--- config.mk ---
export PLATFORM = sky130hd
export DESIGN_NAME = rnn_seq_ctrl
export DESIGN_NICKNAME = d
export VERILOG_FILES = /design/src/rtl/rnn_seq_ctrl.sv
export SDC_FILE = /design/constraint.sdc
export NUM_CORES = 1
export LEC_CHECK = 0
export CORE_MARGIN = 10
export CORE_UTILIZATION = 40
export CTS_CLUSTER_DIAMETER = 120
export DETAILED_ROUTE_END_ITERATION = 6
export HOLD_SLACK_MARGIN = 0.1
export PLACE_DENSITY_LB_ADDON = 0.05
export SYNTH_ARGS = -nofsm -noshare
export SYNTH_HDL_FRONTEND = slang
export SYNTH_SLANG_ARGS = --single-unit
--- constraint.sdc ---
create_clock -name clk -period 3.31 [get_ports clk]
set_input_delay 0.662 -clock clk [delete_from_list [all_inputs] [get_ports clk]]
set_output_delay 0.662 -clock clk [all_outputs]
set_load 0.03 [all_outputs]
--- src/rtl/rnn_seq_ctrl.sv ---
// Drives one character sequence through the rnn accelerator bus: load elements, kick, wait, dense, poll, read.
// Latency 1 + N*(EMB_LEN+1+STEP_WAIT) + 1 + P + 1 cycles from start to res_valid; input stalls on in_valid, result held until res_ack.
module rnn_seq_ctrl #(
  parameter int EMB_BITS     = 2,
  parameter int LEN_W        = 8,
  parameter int STEP_WAIT    = 64,
  parameter int POLL_TIMEOUT = 1024
) (
  input  logic             clk,
  input  logic             rst,
  input  logic             start,
  input  logic [LEN_W-1:0] seq_len,
  output logic             busy,
  input  logic             in_valid,
  output logic             in_ready,
  input  logic [15:0]      in_data,
  output logic             res_valid,
  input  logic             res_ack,
  output logic [15:0]      res_data,
  output logic             err,
  output logic             rnn_read,
  output logic             rnn_write,
  output logic [31:0]      rnn_addr,
  output logic [31:0]      rnn_wdata,
  input  logic [31:0]      rnn_rdata
);

  localparam int EMB_LEN = 1 << EMB_BITS;
  localparam int WCNT_W  = $clog2(STEP_WAIT + 1);
  localparam int PCNT_W  = $clog2(POLL_TIMEOUT + 1);
  localparam logic [EMB_BITS-1:0] IDX_LAST  = EMB_BITS'(EMB_LEN - 1);
  localparam logic [WCNT_W-1:0]   WCNT_LOAD = WCNT_W'(STEP_WAIT - 1);
  localparam logic [PCNT_W-1:0]   PCNT_LAST = PCNT_W'(POLL_TIMEOUT - 1);

  typedef enum logic [2:0] {
    IDLE, LOAD_IN, KICK, WAIT_STEP, DENSE_GO, POLL, READ_RES, DONE
  } state_t;

  state_t              state;
  logic [LEN_W-1:0]    rem;
  logic [EMB_BITS-1:0] idx;
  logic [WCNT_W-1:0]   wcnt;
  logic [PCNT_W-1:0]   pcnt;
  logic                unused_rdata;

  assign unused_rdata = ^rnn_rdata[31:16];
  assign busy         = (state != IDLE);
  assign in_ready     = (state == LOAD_IN);

  always_ff @(posedge clk) begin
    if (rst) begin
      state     <= IDLE;
      rem       <= '0;
      idx       <= '0;
      wcnt      <= '0;
      pcnt      <= '0;
      res_valid <= 1'b0;
      res_data  <= '0;
      err       <= 1'b0;
    end else begin
      case (state)
        IDLE: if (start) begin
          rem <= seq_len;
          err <= 1'b0;
          if (seq_len == '0) begin
            state <= DENSE_GO;
          end else begin
            idx   <= '0;
            state <= LOAD_IN;
          end
        end
        // idx parks on the last element rather than wrapping back to 0
        LOAD_IN: if (in_valid) begin
          if (idx == IDX_LAST) state <= KICK;
          else                 idx   <= idx + EMB_BITS'(1);
        end
        KICK: begin
          wcnt  <= WCNT_LOAD;
          state <= WAIT_STEP;
        end
        WAIT_STEP: begin
          if (wcnt == '0) begin
            rem <= rem - LEN_W'(1);
            if (rem == LEN_W'(1)) begin
              state <= DENSE_GO;
            end else begin
              idx   <= '0;
              state <= LOAD_IN;
            end
          end else begin
            wcnt <= wcnt - WCNT_W'(1);
          end
        end
        DENSE_GO: begin
          pcnt  <= '0;
          state <= POLL;
        end
        POLL: begin
          if (rnn_rdata[0]) begin
            state <= READ_RES;
          end else if (pcnt == PCNT_LAST) begin
            err   <= 1'b1;
            state <= IDLE;
          end else begin
            pcnt <= pcnt + PCNT_W'(1);
          end
        end
        READ_RES: begin
          res_data  <= rnn_rdata[15:0];
          res_valid <= 1'b1;
          state     <= DONE;
        end
        DONE: if (res_ack) begin
          res_valid <= 1'b0;
          state     <= IDLE;
        end
        default: state <= IDLE;
      endcase
    end
  end

  always_comb begin
    rnn_read  = 1'b0;
    rnn_write = 1'b0;
    rnn_addr  = 32'd0;
    rnn_wdata = 32'd0;
    case (state)
      LOAD_IN: if (in_valid) begin
        rnn_write = 1'b1;
        rnn_addr  = 32'd1;
        rnn_wdata = {8'h00, 8'(idx), in_data};
      end
      KICK: begin
        rnn_write = 1'b1;
        rnn_addr  = 32'd0;
      end
      DENSE_GO: begin
        rnn_write = 1'b1;
        rnn_addr  = 32'd7;
      end
      POLL: begin
        rnn_read = 1'b1;
        rnn_addr = 32'd0;
      end
      READ_RES: begin
        rnn_read = 1'b1;
        rnn_addr = 32'd7;
      end
      default: ;
    endcase
  end

endmodule

### Word level (Yosys, flattened, before mapping)

Index checks and enable logic that the tools add are counted.

* bits in registers: 49
* input bits: 61
* output and inout bits: 86
* word-level logic and storage cells: 93

* add/subtract/negate cells: 4
* eq/ne operators: 23
* multiplexer cells: 38
* reduce and logical (&&, ||, !) cells: 20

Operators by type and width (number)
* 18-bit 2-to-1 mux: 2
* 3-bit 2-to-1 mux: 9
* 3-bit one-hot mux with 8 select lines: 1
* 11-bit 2-to-1 mux: 2
* 2-bit inequality test (second input constant): 11
* 11-bit one-hot mux with 2 select lines: 1
* 8-bit 2-to-1 mux: 2
* 8-bit one-hot mux with 2 select lines: 1
* 7-bit one-hot mux with 2 select lines: 1
* 3-bit equality test (second input constant): 4
* 2-bit 2-to-1 mux: 6
* 11-bit by 1-bit adder with 11-bit output (second input constant): 1
* 11-bit by 10-bit equality test with 1-bit output (second input constant): 1
* 2-bit nonzero test: 5
* 8-bit by 1-bit equality test with 1-bit output (second input constant): 1
* 8-bit logical NOT: 1
* 8-bit by 1-bit subtractor with 8-bit output (second input constant): 1
* 7-bit logical NOT: 1
* 1-bit 2-to-1 mux: 7
* 7-bit 2-to-1 mux: 1
* 7-bit AND reduction: 1
* 7-bit by 1-bit subtractor with 7-bit output (second input constant): 1
* 3-bit by 2-bit equality test with 1-bit output (second input constant): 2
* 1-bit one-hot mux with 2 select lines: 3
* 14 further kinds: 19

### Logic depth before layout (Yosys ltp)

* depth after elaboration: 4
* gate-level depth with buffers: 9
* depth with buffers taken out: 7

### Worst setup path before layout

No wires, ideal clock.

* path kind: flip-flop to output port
* start point: register state[2]
* end point: output port rnn_read
* arrival time: 1.865 ns
* data required time: 2.648 ns
* path slack: 0.783 ns
* stages on the path, launching flop included: 6
* path buffers: 2
* cell sequence: dfxtp_1 -> clkbuf_8 -> nor2b_1 -> nand2_1 -> clkbuf_1 -> nand2_1

* word-level cells in the longest chain between the ends: 3
* elaborated cells on any way between the ends: 4
* those cells by class: eq/ne: 2; mux: 1; reduce/logical: 1

RTL lines
* start: declaration: RTL line 39 `state_t state;`
* start signal: assignment: RTL line 52 `state <= IDLE;`
* start signal: assignment: RTL line 66 `state <= DENSE_GO;`
* start signal: assignment: RTL line 69 `state <= LOAD_IN;`
* 3-bit equality test: RTL line 127 `case (state)`
* 2-bit OR reduction (no source line) *
* 1-bit 2-to-1 mux *: RTL line 127
* end: declaration: RTL line 21 `output logic rnn_read,`

Every way passes the cells marked *; elsewhere a longest branch is shown, timed or not.

### Worst setup path after layout

* start point: input port in_valid
* end point: output port rnn_wdata[16]

* word-level cells in the longest chain between the ends: 2

RTL lines
* start: declaration: RTL line 14 `input logic in_valid,`
* 18-bit 2-to-1 mux: RTL line 128 `LOAD_IN: if (in_valid) begin`
* 18-bit 2-to-1 mux: RTL line 127
* end: declaration: RTL line 24 `output logic [31:0] rnn_wdata,`

No other way between the ends.

==> flow_summary.ini <==
[power_and_ir_drop]
power.switching_uw = 399.6
pwr-share-seq_pct = 48.5
powerDensity_nw_per_um2 = 327.7
leakage_uw = 0.001450
vdd_drop_max_mv = 0.1801
power.internal_uw = 856.1
p_clk_share_pct = 30.1
p_comb_share_pct = 21.3
p_sw_share_pct = 31.82

[setup_path]
cp.arrival_ns = 2.19
critPathMaxStageDelay_ns = 0.68
cp_data_required_time_ns = 2.65
slowest_stage = clkdlybuf4s50_1
worst_setup_path_end_kind = output pin
crit_fanout = 20
critPathKind = in2out
path_cells = clkdlybuf4s50_1 > buf_4 > and3_1 > clkdlybuf4s50_1
setup.worst_path.start_class = primary input
critical_path.most_common_cell = clkdlybuf4s50_1

[logic_synthesis]
yosys-top-cells-area = dfxtp_1, buf_4, nand2_1, a21oi_1, and3_1
synth_top_area_share_pct = 32.82
synth_adder_area_share_pct = 2.512
synth_common_cells = nand2_1, dfxtp_1, buf_4, a21oi_1, nor2_1
async_flop_share_pct = 0
synth.most_common_cell = nand2_1
ys_seq_elements = 49
synth_top_family_by_area = simple AND/OR/NAND/NOR gates
synth_warnings = 0
synth-simple-area-share_pct = 28.17
synth_compound_area_share_pct = 14.86
syn_inst = 380
ys_seq_area_share_pct = 32.82
synth_edf_count = 0
yosys.area_share.xor_xnor_pct = 3.516
synthDistinctLibCells = 52
synth_top_cell_by_area = dfxtp_1
synthMuxAreaShare_pct = 1.005
syn_area_sq_um = 2989
avgSynthCellArea_sq_um = 7.866
synthFlopType = dfxtp_1

[cells_and_area]
nets = 527
layout-drive-gt1-share_pct = 5.423
area_delta_synth_final_pct = 28.21
layout.cells.non_filler = 560
fillers = 742
diodes = 0
fin_area_sq_um = 3832

[place]
place.gp.congestion = 0.8225
hpwl_um = 6364
portBuffers = 87
placed_cell_area_sq_um = 3739
dp.cells = 552

[floorplanning]
die_h_um = 106.4
start_util_pct = 41.21
num_rows = 31
io_pins = 147
dieWidth_um = 106.4
coreArea_sq_um = 7253
die-area_sq_um = 11330

[clock_network]
ctsHtreeMaxLevel = 2
numCtsBuffers = 5
clock-sinks = 49
clockRootBuffer = clkbuf_8
cts_buffer_depth = 2
cts_setup_buffers = 0
cts_hold_buffers = 0
cts_tree = built
path_clk_slew_ns = 0.10
clk_latency_ns = 0.31
cts-resized-gates = 0

[grt]
grt.overflow.total = 0
first_global_vias = 2608
antenna_found_initial = 0
grtUsageTotal_pct = 13.94
grt_pass1_wl_um = 13340
grt_max_degree = 37

[sta]
period_share_pct = 86.08
hold_viol = 0
slew_headroom_pct = 41.89
max_freq_mhz = 351.0
finalMaxSlewViolations = 0
finalCriticalPeriod_ns = 2.849
final.setup_skew_ns = 0.008004
finalSetupViolCount = 0
tns_ns = 0
worstMarginPinSlew_ns = 0.8644
rsz0062_at_grt = no

[outcome]
status = completed

[route]
vias_per_cell = 4.882
routed_wl_um = 8309
via_count = 2734
wire_per_inst_um = 14.84
drtAntennaViolNets = 0
drc = 0
first_pass_iters = 4
drtIter0Drc = 115

[hold_path]
worst_hold_path_type = reg2reg

[run]
cap_violations = 0
cell usage in the layout (no fill, tap or decap), types with 5 or more instances in the layout:
master	instances
dfxtp_1	49
nor4_1	8
nor2_1	26
nand2_1	55
clkdlybuf4s50_1	87
nor2b_1	5
a211oi_1	6
clkbuf_8	5
ha_1	6
inv_1	10
buf_4	9
or3_1	5
a21oi_1	36
xnor2_1	8
nand3_1	9
o21ai_0	9
conb_1	43
nor3_1	9
and3_1	18
power groups by stage:
stage | clock network [uW] | registers, uW | logic [uW]
6_report | 378 | 609 | 268
5_1_grt | 414 | 612 | 289
4_1_cts | 395 | 610 | 266
3_5_place_dp | 0 | 623 | 265
3_3_place_gp | 0 | 622 | 263
2_1_floorplan | 0 | 618 | 215
state kept, by name, summed over array words and instances (netlist names):
register,count
res_data,16
err,1
state,3
pcnt,11
wcnt,7
res_valid,1
idx,2
rem,8
stage by stage:
stage / total power [uW] / setup slack (ns) / hold WS [ns] / util (%)
after global routing: 1314 / 0.3278 / 0.4851 / 52.84
after global placement: 885.9 / 0.4517 / 0.4411 / 51.54
after detailed placement: 888.3 / 0.4397 / 0.4487 / 51.54
final: 1256 / 0.4608 / 0.4627 / 52.84
after floorplan: 833.3 / 0.7834 / 0.4447 / -
after CTS: 1270 / 0.4403 / 0.4640 / 52.84
routing by layer:
metal	global-route usage, %	share of wire (%)
met5	0	0
met4	2.708	0.71
met3	4.650	6.3
met2	24.25	51
met1	16.35	42
final timing paths:
path,start,end,slack [ns],depth (start not counted)
max,in_valid,rnn_wdata[16],0.46,4
max reg2reg,state[0],wcnt[4],1.21,6
min,res_valid,res_valid,0.46,2
min reg2reg,res_valid,res_valid,0.46,2
layout make-up:
| type | instances | area (sq um) | share of cell area [%] |
|---|---|---|---|
| clock inverter | 3 | 25.02 | 0.6530 |
| timing repair buffer | 96 | 938.4 | 24.49 |
| tap | 99 | 123.9 | 3.232 |
| multi-input combinational | 298 | 1658 | 43.26 |
| clock buffer | 5 | 68.82 | 1.796 |
| sequential | 49 | 980.9 | 25.60 |
| inverter | 10 | 37.54 | 0.9794 |
critical path, delay by kind of cell:
family,cells,cell delay [ns]
buffers and inverters,3,1.34
AND/OR/NAND/NOR,1,0.17
cells by family (layout without fill, tap and decap cells):
family,after synthesis,count (layout)
AOI/OAI and AO/OA,73,73
xor gates and xnor gates,12,12
adders and majority gates,6,6
buffers and inverters,75,114
DFF,49,49
muxes,3,3
other,1,43
and+or+nand+nor,161,161
Note: power is estimated with default switching activity, not from simulation.
